## src/rtl/sad_pkg.sv

```systemverilog
// sad_pkg: shared widths, FSM states and in-flight tag type for the SAD search controller
package sad_pkg;
  localparam int DWIDTH = 8;
  localparam int SAD_W = DWIDTH + 8;
  localparam int MV_W = 6;
  typedef enum logic [1:0] {IDLE, ISSUE, DRAIN, DONE} state_e;
  typedef struct packed {
    logic valid;
    logic signed [MV_W-1:0] mvx;
    logic signed [MV_W-1:0] mvy;
  } tag_t;
endpackage

```

## src/rtl/sad_tag_pipe.sv

```systemverilog
// sad_tag_pipe: DEPTH-stage delay line of candidate tags that tracks the SAD datapath latency
module sad_tag_pipe import sad_pkg::*; #(
  parameter int DEPTH = 6
) (
  input  logic clk,
  input  logic flush,
  input  tag_t d,
  output tag_t q
);
  tag_t sr [DEPTH];
  always_ff @(posedge clk) begin
    if (flush) sr <= '{default: '0};
    else begin
      sr[0] <= d;
      for (int i = 1; i < DEPTH; i++) sr[i] <= sr[i-1];
    end
  end
  assign q = sr[DEPTH-1];
endmodule

```

## src/rtl/sad_search_ctrl.sv

```systemverilog
// sad_search_ctrl: full-search MV sequencer and running-minimum tracker around the SAD datapath.
// Define SAD_EARLY_TERM_EN to add threshold early termination (et_thresh / et_hit).
module sad_search_ctrl
  import sad_pkg::tag_t, sad_pkg::state_e, sad_pkg::IDLE, sad_pkg::ISSUE, sad_pkg::DRAIN, sad_pkg::DONE;
#(
  parameter int DWIDTH = 8,
  parameter int MV_W = 6,
  parameter int MAX_RANGE = 15,
  parameter int SAD_LAT = 6,
  parameter int SAD_W = DWIDTH + 8
) (
  input  logic                    clk,
  input  logic                    rst,
  input  logic                    start,
  input  logic [MV_W-2:0]         srch_range,
  input  logic                    ref_rdy,
  output logic                    cal_en,
  output logic signed [MV_W-1:0]  cand_x,
  output logic signed [MV_W-1:0]  cand_y,
  input  logic [SAD_W-1:0]        sad,
  input  logic                    sad_vld,
  output logic                    busy,
  output logic                    done,
  output logic [SAD_W-1:0]        best_sad,
  output logic signed [MV_W-1:0]  best_mvx,
  output logic signed [MV_W-1:0]  best_mvy,
  output logic                    tag_err
`ifdef SAD_EARLY_TERM_EN
  ,
  input  logic [SAD_W-1:0]        et_thresh,
  output logic                    et_hit
`endif
);
  localparam int CW = $clog2((2*MAX_RANGE+1)*(2*MAX_RANGE+1)+1);
  localparam logic [MV_W-2:0] RMAX = (MV_W-1)'(MAX_RANGE);
  state_e state;
  logic [MV_W-2:0] r, r_in;
  logic signed [MV_W-1:0] r_s, r_in_s;
  logic [CW-1:0] side, n_tot, icnt, rcnt, rcnt_nx;
  tag_t tag_d, tag_q;
  logic hit, et_now;
  assign r_in = srch_range > RMAX ? RMAX : srch_range;
  assign r_in_s = {1'b0, r_in};
  assign r_s = {1'b0, r};
  assign side = CW'({r, 1'b1});
  assign n_tot = side * side;
  assign hit = state != IDLE && sad_vld && tag_q.valid;
  assign rcnt_nx = rcnt + CW'(hit);
`ifdef SAD_EARLY_TERM_EN
  logic et_flag;
  assign et_now = state == ISSUE && hit && sad <= et_thresh;
`else
  assign et_now = 1'b0;
`endif
  // an early-termination hit suppresses the issue in its own cycle
  assign cal_en = state == ISSUE && ref_rdy && !et_now;
  assign tag_d = '{valid: cal_en, mvx: cand_x, mvy: cand_y};
  sad_tag_pipe #(.DEPTH(SAD_LAT)) u_tag (.clk(clk), .flush(rst), .d(tag_d), .q(tag_q));
  always_ff @(posedge clk) begin
    if (rst) begin
      state <= IDLE;
      r <= '0;
      cand_x <= '0;
      cand_y <= '0;
      icnt <= '0;
      rcnt <= '0;
      busy <= 1'b0;
      done <= 1'b0;
      best_sad <= '0;
      best_mvx <= '0;
      best_mvy <= '0;
      tag_err <= 1'b0;
`ifdef SAD_EARLY_TERM_EN
      et_flag <= 1'b0;
      et_hit <= 1'b0;
`endif
    end else begin
      done <= 1'b0;
      if (state != IDLE) begin
        rcnt <= rcnt_nx;
        if (sad_vld != tag_q.valid) tag_err <= 1'b1;
        // strict compare keeps the earliest raster candidate on ties
        if (hit && sad < best_sad) begin
          best_sad <= sad;
          best_mvx <= tag_q.mvx;
          best_mvy <= tag_q.mvy;
        end
      end
      case (state)
        IDLE: if (start) begin
          state <= ISSUE;
          busy <= 1'b1;
          r <= r_in;
          cand_x <= -r_in_s;
          cand_y <= -r_in_s;
          icnt <= '0;
          rcnt <= '0;
          best_sad <= '1;
          tag_err <= 1'b0;
`ifdef SAD_EARLY_TERM_EN
          et_flag <= 1'b0;
          et_hit <= 1'b0;
`endif
        end
        ISSUE: begin
          if (cal_en) begin
            icnt <= icnt + CW'(1);
            cand_x <= cand_x == r_s ? -r_s : cand_x + MV_W'(1);
            cand_y <= cand_x == r_s ? cand_y + MV_W'(1) : cand_y;
            if (icnt + CW'(1) == n_tot) state <= DRAIN;
          end
`ifdef SAD_EARLY_TERM_EN
          if (et_now) begin
            state <= DRAIN;
            et_flag <= 1'b1;
          end
`endif
        end
        DRAIN: if (rcnt_nx == icnt) begin
          state <= DONE;
          done <= 1'b1;
`ifdef SAD_EARLY_TERM_EN
          et_hit <= et_flag;
`endif
        end
        default: begin
          state <= IDLE;
          busy <= 1'b0;
        end
      endcase
    end
  end
endmodule
```

## config.mk

```make
export PLATFORM = sky130hd
export DESIGN_NAME = sad_search_ctrl
export DESIGN_NICKNAME = d
export VERILOG_FILES = /design/src/rtl/sad_pkg.sv /design/src/rtl/sad_tag_pipe.sv /design/src/rtl/sad_search_ctrl.sv
export SDC_FILE = /design/constraint.sdc
export NUM_CORES = 1
export LEC_CHECK = 0
export CORE_AREA = 2 2 116 118
export CTS_BUF_LIST = sky130_fd_sc_hd__clkbuf_4
export CTS_CLUSTER_DIAMETER = 200
export DETAILED_ROUTE_END_ITERATION = 8
export DIE_AREA = 0 0 118 120
export GPL_TIMING_DRIVEN = 0
export PLACE_DENSITY = 0.84
export SYNTH_ARGS = -nofsm -noshare
export SYNTH_HDL_FRONTEND = slang
export SYNTH_HIERARCHICAL = 1
export SYNTH_SLANG_ARGS = --single-unit
```

## constraint.sdc

```tcl
create_clock -name clk -period 5.2 [get_ports clk]
set_input_delay 0.52 -clock clk [delete_from_list [all_inputs] [get_ports clk]]
set_output_delay 0.52 -clock clk [all_outputs]
set_load 0.03 [all_outputs]
```

==> metrics.md, run 1 <==
| Metric | Value |
|---|---|
| TritonRoute pass-1 iters | 4 |
| Power Internal | 2.15 mW |
| Largest net degree at the start of global routing | 17 |
| Pre-CTS WS | 0.501 ns |
| Clock share of power | 19.7% |
| Comb pwr share | 41.6% |
| Vias per cell | 5.15 |
| Total core area | 13000 µm² |
| FILL cells | 1093 |
| Post-cts resize count | 0 |
| Core Rows | 42 |
| Total negative slack | 0 ns |
| Critical path arrival | 5.19 ns |
| Chip width | 118 µm |
| Clk Latency, worst-skew pair | 0.55 ns |
| Reg clk slew, reported paths | 0.14 ns |
| Final worst path period share | 90.6% |
| Leak Pwr | 3.32 nW |
| Register Area | 2960 µm² |
| Synth warn | 6 |
| Async set-reset flop share out of synthesis | 0% |
| Initial antenna violation count | 1 |
| Power share of the sequential group | 38.7% |
| Startpoint types | register |
| CTS tree | done |
| PwrDens | 439 nW/µm² |
| Dominant cell by count in the synthesized netlist | dfxtp_1 |
| Register area share after synthesis | 42.2% |
| Post-detail-place hpwl | 10.7 mm |
| CTS Buffer Depth | 2 |
| Post-synth EDFFs | 0 |
| Gp weighted congestion | 0.954 |
| Vias in the first global route | 5080 |
| Root buffer cell | clkbuf_4 |
| DRT iter0 DRCs | 300 |
| Inserted Clock Buffers | 17 |
| Max-slew violations | 0 |
| Setup bufs post-CTS | 0 |
| Hold_buf cts | 0 |
| Final WL | 14.3 mm |
| Area delta synth->final | 17.1% |
| Crit-path max FO | 10 |
| Top cell type by total area after synthesis | dfxtp_1 |
| Status | completed |
| First-pass GRT wire length | 23.7 mm |
| Net Sw Frac | 40.5% |
| WS Path Type | reg -> reg |
| Slew Limit Headroom | 44.8% |
| GRT Total Usage | 20.8% |
| Ranking of synthesized cells by area | dfxtp_1, nor2b_1, ha_1, xnor2_1, nor2_1 |
| Final setup fails | 0 |
| Max_cap viols | 0 |
| Crit end category | register |
| Worst R2R Setup Slack | 0.49 ns |
| I/O pin count | 70 |
| Post-synth top flop | dfxtp_1 |
| Vias post-DR | 5383 |
| NumNets Final | 928 |
| Average size of a mapped cell | 9.14 µm² |
| Fin. Hold Viols | 0 |
| Commonest cells in the netlist | dfxtp_1, nor2b_1, nor2_1 |
| Worst setup margin | 0.489 ns |
| Cells after Synth | 768 |
| WL/cell | 13.6 µm |
| Die Span Y | 120 µm |
| PortBufs | 69 |
| Max IR drop VDD | 0.419 mV |
| Library cells used by synthesis | 55 |
| Remaining DRCs | 0 |
| Unrepaired setup endpoints after global routing | no |
| FF+latch count, synth | 148 |
| Multi-input logic area | 3590 µm² |
| Hold_ws | 0.436 ns |
| Initial Utilization | 54.1% |
| Worst min path class | reg -> reg |
| Detail Route Antenna Nets | 0 |
| Die area | 14200 µm² |
| CTS sink cnt | 148 |
| Least-Margin Pin Slew | 0.824 ns |
| Post-synth top area share | 42.2% |
| H-tree depth | 4 |
| Mapped Area | 7020 µm² |
| WP data required | 5.68 ns |
| Share of cells above drive strength 1 | 7.36% |
| Grt ovf | 0 |
| Skew final | 0.0155 ns |
| Syn nets | 840 |
| Final worst path period need | 4.71 ns |
| Sw power | 1.46 mW |
| Fmax | 0.212 GHz |
-- power by group through the flow --
stage               Combinational (mW)  Sequential, mW  Clock [mW]
floorplan                        0.923            1.54           0
global placement                  1.45            1.42           0
detailed placement                1.49            1.42           0
CTS                               1.50            1.40       0.728
global route                      1.66            1.42       0.780
finish                            1.50            1.40       0.713
-- critical path, cell delays in order, from the launching register on --
cell and delay, ns:
dfxtp_1 0.42, clkbuf_1 0.38, inv_1 0.25, nor2_1 0.27
xnor2_1 0.12, ha_1 0.27, inv_1 0.04, fa_1 0.47
inv_1 0.05, fa_1 0.47, ha_1 0.35, a31o_2 0.28
xnor2_1 0.18, xnor2_1 0.09, nor4_1 0.27, a41oi_1 0.24
nor3_2 0.28, mux2i_1 0.21
-- cell type report --
cell class / instances / share of cell area (%)
Antenna cell: 1 / 0.0304
Buffer: 57 / 3.77
Clock buffer: 17 / 1.55
Clock inverter: 15 / 1.96
Inverter: 41 / 1.87
Multi-Input combinational cell: 522 / 43.7
Sequential cell: 148 / 36.0
Tap cell: 176 / 2.68
Timing Repair Buffer: 69 / 8.40
-- kinds of logic after synthesis --
logic type | synth area share (%)
xor gates and xnor gates | 7.63
and+or+nand+nor | 19.8
muxes | 4.14
DFF | 42.2
adders and majority gates | 8.98
AOI/OAI and AO/OA | 10.6
buffers and inverters | 6.61
-- sequential cells by signal, indices dropped and copies added (netlist names) --
| register | flops |
|---|---|
| best_mvx | 6 |
| best_mvy | 6 |
| best_sad | 16 |
| busy | 1 |
| cand_x | 6 |
| cand_y | 6 |
| done | 1 |
| icnt | 10 |
| r | 5 |
| rcnt | 10 |
| state | 2 |
| tag_err | 1 |
| u_tag/q | 13 |
| u_tag/sr | 65 |
-- placed cells by master (no fill, tap or decap), types with 15 or more instances in the layout --
cell type        instances
xor2_1                  20
buf_4                   15
inv_1                   41
nor3_1                  23
o21ai_0                 21
dfxtp_1                148
nand3_1                 16
clkbuf_1                28
mux2i_1                 29
ha_1                    40
clkbuf_4                17
xnor2_1                 36
clkdlybuf4s50_1         69
nand2_1                 30
nor2b_1                 90
nor2_1                  78
a21oi_1                 46
-- final timing paths --
path / start / to / depth (start not counted)
hold reg to reg: u_tag/sr[16]$_SDFF_PP0_ / u_tag/q[3]$_SDFF_PP0_ / 1
setup reg to reg: r[2]$_SDFFE_PP0P_ / state[1]$_SDFFE_PP0P_ / 17
hold / removal: u_tag/sr[16]$_SDFF_PP0_ / u_tag/q[3]$_SDFF_PP0_ / 1
setup / recovery: r[2]$_SDFFE_PP0P_ / state[1]$_SDFFE_PP0P_ / 17
-- routing by layer --
metal | wire (µm) | GRT usage [%] | share of wire (%) | vias up
met1 | 6580 | 27.1 | 46 | 2481
met3 | 819 | 3.61 | 5.7 | 31
li1 | - | - | - | 2720
met2 | 6480 | 33.7 | 45 | 151
met4 | 384 | 9.86 | 2.7 | 0
met5 | 0 | 0 | 0 | -
-- through the flow --
step	utilization (%)	std cells	total power, mW	instance area [µm²]
4_1_cts	63.3	1045	3.63	8220
5_1_grt	63.3	1046	3.86	8220
3_3_place_gp	61.1	1013	2.87	7930
2_1_floorplan	-	768	2.47	7020
3_5_place_dp	61.1	1013	2.91	7930
6_report	63.3	1046	3.61	8220
(Power assumes the default switching activity.)
==> run 2: changes to the inputs <==
--- a/config.mk
+++ b/config.mk
@@ -7,7 +7,7 @@
 export LEC_CHECK = 0
 export CORE_AREA = 2 2 116 118
 export CTS_BUF_LIST = sky130_fd_sc_hd__clkbuf_4
-export CTS_CLUSTER_DIAMETER = 200
+export CTS_CLUSTER_DIAMETER = 40
 export DETAILED_ROUTE_END_ITERATION = 8
 export DIE_AREA = 0 0 118 120
 export GPL_TIMING_DRIVEN = 0
==> results of run 2 <==
Same layout as run 1: the final DEF is identical, and so are final timing and power.
